<file path="src/rtl/matrix_result_serializer_pkg.sv">
// Shared constants, FSM state type and flat-matrix addressing helper for the
// inverse-engine result serializer.
package matrix_pkg;

  localparam int unsigned MAT_N = 5;
  localparam int unsigned MAT_W = 32;

  typedef enum logic [1:0] {
    IDLE   = 2'd0,
    STREAM = 2'd1,
    DONE   = 2'd2
  } ser_state_t;

  // LSB position of element (r,c) inside a flattened MAT_N x MAT_N matrix.
  function automatic int unsigned elem_lsb(input int unsigned r, input int unsigned c);
    return (r * MAT_N + c) * MAT_W;
  endfunction

endpackage

</file>
<file path="src/rtl/matrix_result_serializer_if.sv">
// Word-stream interface of the serializer.
//   out_data  : current element (or row-sum word)
//   out_valid : data/row/col/last are valid
//   out_ready : downstream accepts the current word
//   out_row   : row index of out_data
//   out_col   : column index of out_data
//   out_last  : final word of the frame
interface matrix_result_serializer_if
  import matrix_pkg::*;
#(
  parameter int unsigned W     = MAT_W,
  parameter int unsigned IDX_W = 3
);

  logic [W-1:0]     out_data;
  logic             out_valid;
  logic             out_ready;
  logic [IDX_W-1:0] out_row;
  logic [IDX_W-1:0] out_col;
  logic             out_last;

  modport master (
    output out_data, out_valid, out_row, out_col, out_last,
    input  out_ready
  );

  modport slave (
    input  out_data, out_valid, out_row, out_col, out_last,
    output out_ready
  );

endinterface

</file>
<file path="src/rtl/matrix_result_serializer_index_counter.sv">
// Row-major row/col counter for the serializer.
//   clk, reset    : clock, async active-low reset
//   clear_i       : restart at (0,0)
//   advance_i     : step to the next position, wrapping col at COLS and row at ROWS
//   row_o, col_o  : current position (registered)
//   last_o        : current position is the final one of the frame (registered)
module matrix_index_counter #(
  parameter int unsigned ROWS  = 5,
  parameter int unsigned COLS  = 5,
  parameter int unsigned IDX_W = 3
) (
  input  logic             clk,
  input  logic             reset,
  input  logic             clear_i,
  input  logic             advance_i,
  output logic [IDX_W-1:0] row_o,
  output logic [IDX_W-1:0] col_o,
  output logic             last_o
);

  localparam logic [IDX_W-1:0] ROW_MAX = IDX_W'(ROWS - 1);
  localparam logic [IDX_W-1:0] COL_MAX = IDX_W'(COLS - 1);

  logic [IDX_W-1:0] row_q, row_d;
  logic [IDX_W-1:0] col_q, col_d;
  logic             last_q, last_d;

  // Next position; last is derived from the next position so it stays registered.
  always_comb begin
    row_d = row_q;
    col_d = col_q;
    if (clear_i) begin
      row_d = '0;
      col_d = '0;
    end else if (advance_i) begin
      if (col_q == COL_MAX) begin
        col_d = '0;
        row_d = (row_q == ROW_MAX) ? '0 : row_q + IDX_W'(1);
      end else begin
        col_d = col_q + IDX_W'(1);
      end
    end
    last_d = (row_d == ROW_MAX) && (col_d == COL_MAX);
  end

  always_ff @(posedge clk or negedge reset) begin
    if (!reset) begin
      row_q  <= '0;
      col_q  <= '0;
      last_q <= 1'b0;
    end else begin
      row_q  <= row_d;
      col_q  <= col_d;
      last_q <= last_d;
    end
  end

  assign row_o  = row_q;
  assign col_o  = col_q;
  assign last_o = last_q;

endmodule

</file>
<file path="src/rtl/matrix_result_serializer.sv">
// Snapshots an N x N matrix on start and streams it out row-major, one word
// per accepted valid/ready transfer.
//   clk, reset : clock, async active-low reset
//   start      : capture mat_in and begin a frame (ignored while a frame is active)
//   mat_in     : flattened matrix, element (r,c) at bits [(r*N+c)*W +: W]
//   out_if     : word stream (master side)
//   busy       : frame in progress
//   done       : one-cycle pulse after the final transfer
// Optional: MATRIX_SER_ROW_SUM_EN appends a wrapping row-sum word (col = N)
// after every row; out_last then marks the last row's sum word.
module matrix_result_serializer
  import matrix_pkg::*;
#(
  parameter int unsigned N     = MAT_N,
  parameter int unsigned W     = MAT_W,
  parameter int unsigned IDX_W = 3
) (
  input  logic                      clk,
  input  logic                      reset,
  input  logic                      start,
  input  logic [N*N*W-1:0]          mat_in,
  matrix_result_serializer_if.master out_if,
  output logic                      busy,
  output logic                      done
);

`ifdef MATRIX_SER_ROW_SUM_EN
  localparam int unsigned COLS = N + 1;
`else
  localparam int unsigned COLS = N;
`endif

  ser_state_t       state_q, state_d;
  logic             valid_q, valid_d;
  logic             busy_q, busy_d;
  logic             done_q, done_d;
  logic             capture_c, clear_c, advance_c;
  logic [N*N*W-1:0] buf_q;
  logic [IDX_W-1:0] row_c, col_c;
  logic             last_c;
  logic [W-1:0]     elem_c [N][N];
  logic [W-1:0]     data_c;

  matrix_index_counter #(
    .ROWS  (N),
    .COLS  (COLS),
    .IDX_W (IDX_W)
  ) u_index (
    .clk       (clk),
    .reset     (reset),
    .clear_i   (clear_c),
    .advance_i (advance_c),
    .row_o     (row_c),
    .col_o     (col_c),
    .last_o    (last_c)
  );

  // Snapshot buffer; only written on an accepted start.
  always_ff @(posedge clk or negedge reset) begin
    if (!reset) begin
      buf_q <= '0;
    end else if (capture_c) begin
      buf_q <= mat_in;
    end
  end

  // Unpack the buffer into an element array.
  always_comb begin
    for (int r = 0; r < N; r++) begin
      for (int c = 0; c < N; c++) begin
        elem_c[r][c] = buf_q[(r*N + c)*W +: W];
      end
    end
  end

  // Index mux from the registered buffer (plus row-sum word when enabled).
`ifdef MATRIX_SER_ROW_SUM_EN
  logic [W-1:0] sum_c;
`endif
  always_comb begin
    data_c = '0;
    for (int r = 0; r < N; r++) begin
      for (int c = 0; c < N; c++) begin
        if (row_c == IDX_W'(r) && col_c == IDX_W'(c)) data_c = elem_c[r][c];
      end
    end
`ifdef MATRIX_SER_ROW_SUM_EN
    sum_c = '0;
    for (int r = 0; r < N; r++) begin
      if (row_c == IDX_W'(r)) begin
        for (int c = 0; c < N; c++) sum_c = sum_c + elem_c[r][c];
      end
    end
    if (col_c == IDX_W'(N)) data_c = sum_c;
`endif
  end

  // Frame control: next state, registered-output next values, counter strobes.
  always_comb begin
    state_d   = state_q;
    valid_d   = valid_q;
    busy_d    = busy_q;
    done_d    = 1'b0;
    capture_c = 1'b0;
    clear_c   = 1'b0;
    advance_c = 1'b0;
    case (state_q)
      IDLE: begin
        if (start) begin
          capture_c = 1'b1;
          clear_c   = 1'b1;
          valid_d   = 1'b1;
          busy_d    = 1'b1;
          state_d   = STREAM;
        end
      end
      STREAM: begin
        if (valid_q && out_if.out_ready) begin
          advance_c = 1'b1;
          if (last_c) begin
            valid_d = 1'b0;
            busy_d  = 1'b0;
            done_d  = 1'b1;
            state_d = DONE;
          end
        end
      end
      DONE: begin
        state_d = IDLE;
      end
      default: begin
        state_d = IDLE;
        valid_d = 1'b0;
        busy_d  = 1'b0;
      end
    endcase
  end

  always_ff @(posedge clk or negedge reset) begin
    if (!reset) begin
      state_q <= IDLE;
      valid_q <= 1'b0;
      busy_q  <= 1'b0;
      done_q  <= 1'b0;
    end else begin
      state_q <= state_d;
      valid_q <= valid_d;
      busy_q  <= busy_d;
      done_q  <= done_d;
    end
  end

  assign out_if.out_data  = data_c;
  assign out_if.out_valid = valid_q;
  assign out_if.out_row   = row_c;
  assign out_if.out_col   = col_c;
  // Counter wraps to (0,0) on the final transfer, so last is only high mid-frame.
  assign out_if.out_last  = last_c;
  assign busy             = busy_q;
  assign done             = done_q;

endmodule

</file>
<file path="src/flat_wrapper.sv">
// flat-port wrapper written by rule: the top's interface ports become plain ports
module matrix_result_serializer_flat import matrix_pkg::*;
#(
  parameter int unsigned N     = MAT_N,
  parameter int unsigned W     = MAT_W,
  parameter int unsigned IDX_W = 3
)
  (clk, reset, start, mat_in, busy, done, out_if_out_data, out_if_out_valid, out_if_out_row, out_if_out_col, out_if_out_last, out_if_out_ready);
  matrix_result_serializer_if #(.W(W), .IDX_W(IDX_W)) out_if_i ();
  input  logic clk;
  input  logic reset;
  input  logic start;
  input  logic [N*N*W-1:0] mat_in;
  output logic busy;
  output logic done;
  output wire logic [$bits(out_if_i.out_data)-1:0] out_if_out_data;
  output wire logic [$bits(out_if_i.out_valid)-1:0] out_if_out_valid;
  output wire logic [$bits(out_if_i.out_row)-1:0] out_if_out_row;
  output wire logic [$bits(out_if_i.out_col)-1:0] out_if_out_col;
  output wire logic [$bits(out_if_i.out_last)-1:0] out_if_out_last;
  input wire logic [$bits(out_if_i.out_ready)-1:0] out_if_out_ready;
  assign out_if_out_data = out_if_i.out_data;
  assign out_if_out_valid = out_if_i.out_valid;
  assign out_if_out_row = out_if_i.out_row;
  assign out_if_out_col = out_if_i.out_col;
  assign out_if_out_last = out_if_i.out_last;
  assign out_if_i.out_ready = out_if_out_ready;
  matrix_result_serializer #(.N(N), .W(W), .IDX_W(IDX_W)) u_core (.clk(clk), .reset(reset), .start(start), .mat_in(mat_in), .out_if(out_if_i), .busy(busy), .done(done));
endmodule
</file>
<file path="config.mk">
export PLATFORM = sky130hd
export DESIGN_NAME = matrix_result_serializer_flat
export DESIGN_NICKNAME = d
export VERILOG_FILES = /design/src/rtl/matrix_result_serializer_pkg.sv /design/src/rtl/matrix_result_serializer_if.sv /design/src/rtl/matrix_result_serializer_index_counter.sv /design/src/rtl/matrix_result_serializer.sv /design/src/flat_wrapper.sv
export SDC_FILE = /design/constraint.sdc
export NUM_CORES = 2
export LEC_CHECK = 0
export CORE_AREA = 5 5 326 328
export DETAILED_ROUTE_END_ITERATION = 8
export DIE_AREA = 0 0 331 333
export PLACE_DENSITY_LB_ADDON = 0.25
export SKIP_CTS_REPAIR_TIMING = 1
export SLEW_MARGIN = 20
export SYNTH_ARGS = -nofsm -noshare
export SYNTH_HDL_FRONTEND = slang
export SYNTH_SLANG_ARGS = --single-unit
</file>
<file path="constraint.sdc">
create_clock -name clk -period 4.4 [get_ports clk]
set_clock_uncertainty 0.1 [all_clocks]
set_input_delay 0.66 -clock clk [delete_from_list [all_inputs] [get_ports clk]]
set_output_delay 0.66 -clock clk [all_outputs]
set_load 0.01 [all_outputs]
</file>
Word-level counts from Yosys, hierarchy flattened
Cells that the tools add are included.
{"block": "word_totals", "wordCells": 104, "output_inout_bits": 42, "ff_bits": 811}
{"block": "op_classes", "add_sub_neg": 2, "n_bitwise": 1, "n_reduce_logical": 32, "eq_ne": 15, "mux": 47}
{"cell": "$mux W32", "n": 25}
{"cell": "$logic_and A1 B1 Y1", "n": 27}
{"cell": "$mux W3", "n": 7}
{"cell": "$eq A3 B2 Y1 const B", "n": 4}
{"cell": "$eq A3 B3 Y1 const B", "n": 4}
{"cell": "$mux W1", "n": 10}
{"cell": "$add A3 B1 Y3 const B", "n": 2}
{"cell": "$eq A3 B1 Y1 const B", "n": 2}
{"cell": "$logic_not A3 Y1", "n": 2}
{"cell": "$mux W2", "n": 3}
{"cell": "$ne A2 B2 Y1 const B", "n": 2}
{"cell": "$pmux W2 S2", "n": 1}
{"cell": "$reduce_and A4 Y1", "n": 1}
{"cell": "$pmux W1 S3", "n": 1}
{"cell": "$reduce_and A3 Y1", "n": 1}
{"cell": "$eq A2 B1 Y1 const B", "n": 1}
{"cell": "$eq A2 B2 Y1 const B", "n": 1}
{"cell": "$logic_not A2 Y1", "n": 1}
{"cell": "$ne A2 B1 Y1 const B", "n": 1}
{"cell": "$not A1 Y1", "n": 1}

Depth between registers and ports, before layout
{"block": "depth", "depth_word": 27, "ltp_mapped": 15, "mapped_depth_nobuf": 8}

By module
A second synthesis with hierarchy kept.
{"block": "hier_totals", "cells_unflattened": 2721, "area_unflattened_um2": 36927.9}
{"mod": "matrix_result_serializer", "instances": 1, "seq_area_each_um2": 20119.3, "cells_each": 2677, "area_each_um2": 36513.8}
{"mod": "matrix_index_counter", "instances": 1, "seq_area_each_um2": 175.2, "cells_each": 44, "area_each_um2": 414.1}

Worst setup path after synthesis
OpenSTA, ideal clock, no wires.
{"block": "synth_path", "kind": "reg-to-output", "start": "reg u_core.u_index.col_q[2] (netlist: u_core.u_index.col_o[2])", "end": "out out_if_out_data[19]", "path_stages_with_launch": 15, "arrival_time_ns": 3.022, "path_slack_ns": 0.618, "n_path_buf": 6, "cell_sequence": "dfrtp_1 buf_4 buf_6 buf_4 buf_4 inv_1 ha_1 buf_2 a21oi_1 nand2_1 a31oi_2 buf_4 nand2_1 o31ai_1 a221o_1"}
{"block": "synth_between", "elab_chain_len": 27, "word_cells_on_any_way": 55}
{"item": "start: declaration", "line_no": "matrix_result_serializer_index_counter.sv:25", "rtl": "logic [IDX_W-1:0] col_q, col_d;"}
{"item": "start signal: assignment", "line_no": "matrix_result_serializer_index_counter.sv:53", "rtl": "col_q <= col_d;"}
{"item": "$logic_not A3 Y1", "line_no": "matrix_result_serializer.sv:84", "rtl": "if (row_c == IDX_W'(r) && col_c == IDX_W'(c)) data_c = elem_c[r][c];"}
{"item": "$logic_and A1 B1 Y1", "line_no": "matrix_result_serializer.sv:84"}
{"item": "$mux W32 (24 in a row)", "line_no": "matrix_result_serializer.sv:84"}
{"item": "$mux W32 (*)", "line_no": "matrix_result_serializer.sv:84"}
{"item": "end: declaration", "line_no": "flat_wrapper.sv:16", "rtl": "output wire logic [$bits(out_if_i.out_data)-1:0] out_if_out_data;"}
Every way passes the cells marked *; elsewhere a longest branch is shown, timed or not.

Worst setup path after layout
{"block": "layout_path", "start": "reg u_core.u_index.col_q[0] (netlist: u_core.u_index.col_o[0])", "end": "out out_if_out_data[8]"}
Same word-level chain as after synthesis.

==> flow_summary.ini <==
[cts]
cts_tree = yes
clk_path_buf_depth = 3
cts.clk_slew.worst_paths_ps = 60
htree_levels = 3
cts_buffers = 91
cts_sinks = 811
root_buffer = clkbuf_16
clk-insertion-delay-late_ps = 690

[critical_path]
critical-path-max-stage-delay_ps = 480
crit_type = flop to primary output
end_kind = primary output
cp.arrival_ps = 3730
crit_path_cell_trace = ha_4 > ha_4 > buf_6 > a21boi_0 > buf_4 > buf_12 > a32oi_2 > o32ai_1 > a211oi_1 > buf_4 > o31ai_4 > buf_4 > a221o_1 > clkbuf_2
crit_buf_inv = 6
slowest_stage = dfrtp_2
critPathLaunchType = flop
cp_common_cell = buf_4
cp_max_fo = 12
cp.required_ps = 3640
crit_family = compound AO/OA/AOI/OAI gates

[timing]
layout_setup_ws_ps = -90.0
finalCritPeriodShare_pct = 102
clock.fmax_ghz = 0.223
slew_headroom_pct = 30.4
finalMaxSlewViolations = 0
whs_ps = 397
tightest_slew_ps = 1040
finalSetupTns_ps = -403
setup_viol = 8
hold_viol = 0
fin_crit_ps = 4490
rsz0062_at_grt = yes

[run]
cap_violations = 0

[synthesis]
async_reset_ff_share_pct = 100
synth.largest_area_cell = dfrtp_1
yosys_register_bits = 811
yosys.area.top_type_share_pct = 52.5
ys_top_cells_by_area = dfrtp_1 (53%), mux2_2 (23%), a21oi_1 (1.5%)
ys_types = 78
netlist_instances = 3161
syn_area_mm2 = 0.0387
synth_edf_count = 0
synthesis.nets = 3975
avgSynthCellArea_um2 = 12.2
ys_seq_area_share_pct = 52.5
yosysWarnings = 0
synth_top_flop_cell = dfrtp_1

[placed_design]
dp_slack_ps = -324
place.gp.congestion = 1.05
dp_hpwl_um = 157000
place_area_mm2 = 0.0511
port_buffers = 845
placed_cells = 5480

[finish]
drive_gt1_share_pct = 37.5
final_cell_mix = clkdlybuf4s50_1 (812), dfrtp_1 (806), mux2_2 (791), buf_4 (312), nand2_1 (135)
stdcell_area_mm2 = 0.0564
ff_latch_area_mm2 = 0.0203
layout_commonest_cell = clkdlybuf4s50_1
final-instance-count-excl-fill = 5742
multiInputGateArea_mm2 = 0.0187
final_nets = 5046
area_growth_pct = 46.0
num-fill-cells = 8980

[drt]
drtAntennaViolNets = 0
dr.pass1.iters = 9
dr_total_vias = 33800
drt_iter0_drc = 3367
drc = 0
wl_per_cell_um = 34.4
viasPerCell = 5.89
drt-total-wl_um = 198000

[power_and_ir_drop]
p_per_area_mw_per_mm2 = 614
p_leak_uw = 0.0231
vdd_drop_max_v = 0.000368

[global_route]
grt_pass1_wl_um = 266000
grt_overflow = 0
antenna_found_initial = 68
grt_max_degree = 92
grt_pass1_vias = 33900
grt.total_usage_pct = 34.2

[floorplanning]
placementRows = 118
die-area_mm2 = 0.110
die_w_um = 331
start_util_pct = 37.6
core-area_mm2 = 0.103
ios = 846
die_h_um = 333

[status]
status = complete, but fails checks
violations = negative setup slack

[hold_path]
hold_path_class = flop to flop
## synth_stat cells (8+ instances only)
cell type  count
dfrtp_1      811
mux2_2       791
nand2_1      141
clkbuf_1     133
nor2_1       118
a21oi_1      113
o21ai_0      113
buf_2         97
o22ai_1       67
nand3_1       40
a221oi_1      37
a31oi_1       37
nor3_1        34
nor2b_1       33
a221o_1       32
a32oi_1       32
o32ai_1       30
a211oi_1      29
o221a_2       28
a21o_1        27
a22oi_1       26
or3_1         26
nand2b_1      25
nand3b_1      22
o221ai_1      22
inv_1         18
o211ai_1      18
o31ai_1       18
nor3b_1       16
nor4_1        16
a2111oi_0     15
buf_1         15
a32o_1        12
and3_1        11
a222oi_1      10
buf_4         10
ha_1          10
nand4b_1       8
o2111ai_1      8
## flip-flops by register name, summed over array words and instances, names as in the netlist
signal,count
u_core.state_q,2
u_core.u_index.last_o,1
u_core.u_index.col_o,3
u_core.u_index.row_o,3
u_core.out_if.out_valid,1
u_core.done,1
u_core.buf_q,800
## through the flow
| stage | total power (uW) | utilization (%) |
|---|---|---|
| floorplan | 15000 | - |
| global placement | 24200 | 49.6 |
| CTS | 32400 | 52.7 |
| detailed placement | 24200 | 49.7 |
| global route | 35400 | 54.8 |
| finish | 34700 | 54.8 |
## logic make-up (layout without fill, tap and decap cells)
logic type                 after synthesis  count (layout)  share of synthesized area (%)
and+or+nand+nor                        537             537                           7.30
muxes                                  791             791                           23.0
buffers and inverters                  278            1426                           3.17
other                                    0              53                              0
DFF                                    811             811                           52.5
adders and majority gates               10              10                          0.324
AOI/OAI and AO/OA                      734             734                           13.7
## final timing paths
check                      slack [ps]                         endpoint                               from  depth (start not counted)
max reg2reg                      1330  u_core.u_index.last_o$_DFF_PN0_  u_core.u_index.col_o[0]$_DFF_PN0_                         12
min                               400    u_core.buf_q[274]$_DFFE_PN0P_      u_core.buf_q[274]$_DFFE_PN0P_                          1
max                               -90               out_if_out_data[8]  u_core.u_index.col_o[0]$_DFF_PN0_                         14
min reg2reg                       400    u_core.buf_q[274]$_DFFE_PN0P_      u_core.buf_q[274]$_DFFE_PN0P_                          1
max in group asynchronous        2560    u_core.buf_q[328]$_DFFE_PN0P_                              reset                          3
min in group asynchronous         530    u_core.buf_q[631]$_DFFE_PN0P_                              reset                          2
## where the power goes
| part | switching [uW] | internal (uW) | total, uW |
|---|---|---|---|
| logic | 9730 | 7450 | 17200 |
| clock network | 3310 | 4790 | 8100 |
| registers | 921 | 8460 | 9380 |
| total | 14000 | 20700 | 34700 |
## layer usage
metal / part of all wire [%] / vias to the layer above / wire length (um) / GRT usage (%)
met5: 0.12 / - / 234 / 0
met4: 5.6 / 38 / 11100 / 16.7
met3: 8.7 / 433 / 17200 / 9.57
met2: 48 / 1675 / 95500 / 56.7
met1: 37 / 17500 / 73500 / 41.1
li1: - / 14200 / - / -
## cell type report
type	instances	share of cell area, %
Clock inverter	33	0.703
Timing Repair Buffer	1236	21.8
Inverter	20	0.144
Antenna cell	53	0.235
Tap cell	1380	3.06
Clock buffer	137	4.93
Multi-Input combinational cell	2072	33.2
Sequential cell	811	36.0
## worst register-to-register path: cells and delay by family, from the launching register on
family | cells | cell delay (ps)
buffers and inverters | 5 | 820
AND/OR/NAND/NOR | 5 | 1360
adder cells (fa/ha/maj) | 1 | 190
AO/OA/AOI/OAI | 1 | 70
flip-flops | 1 | 470
Power figures use the tool's default switching activity.
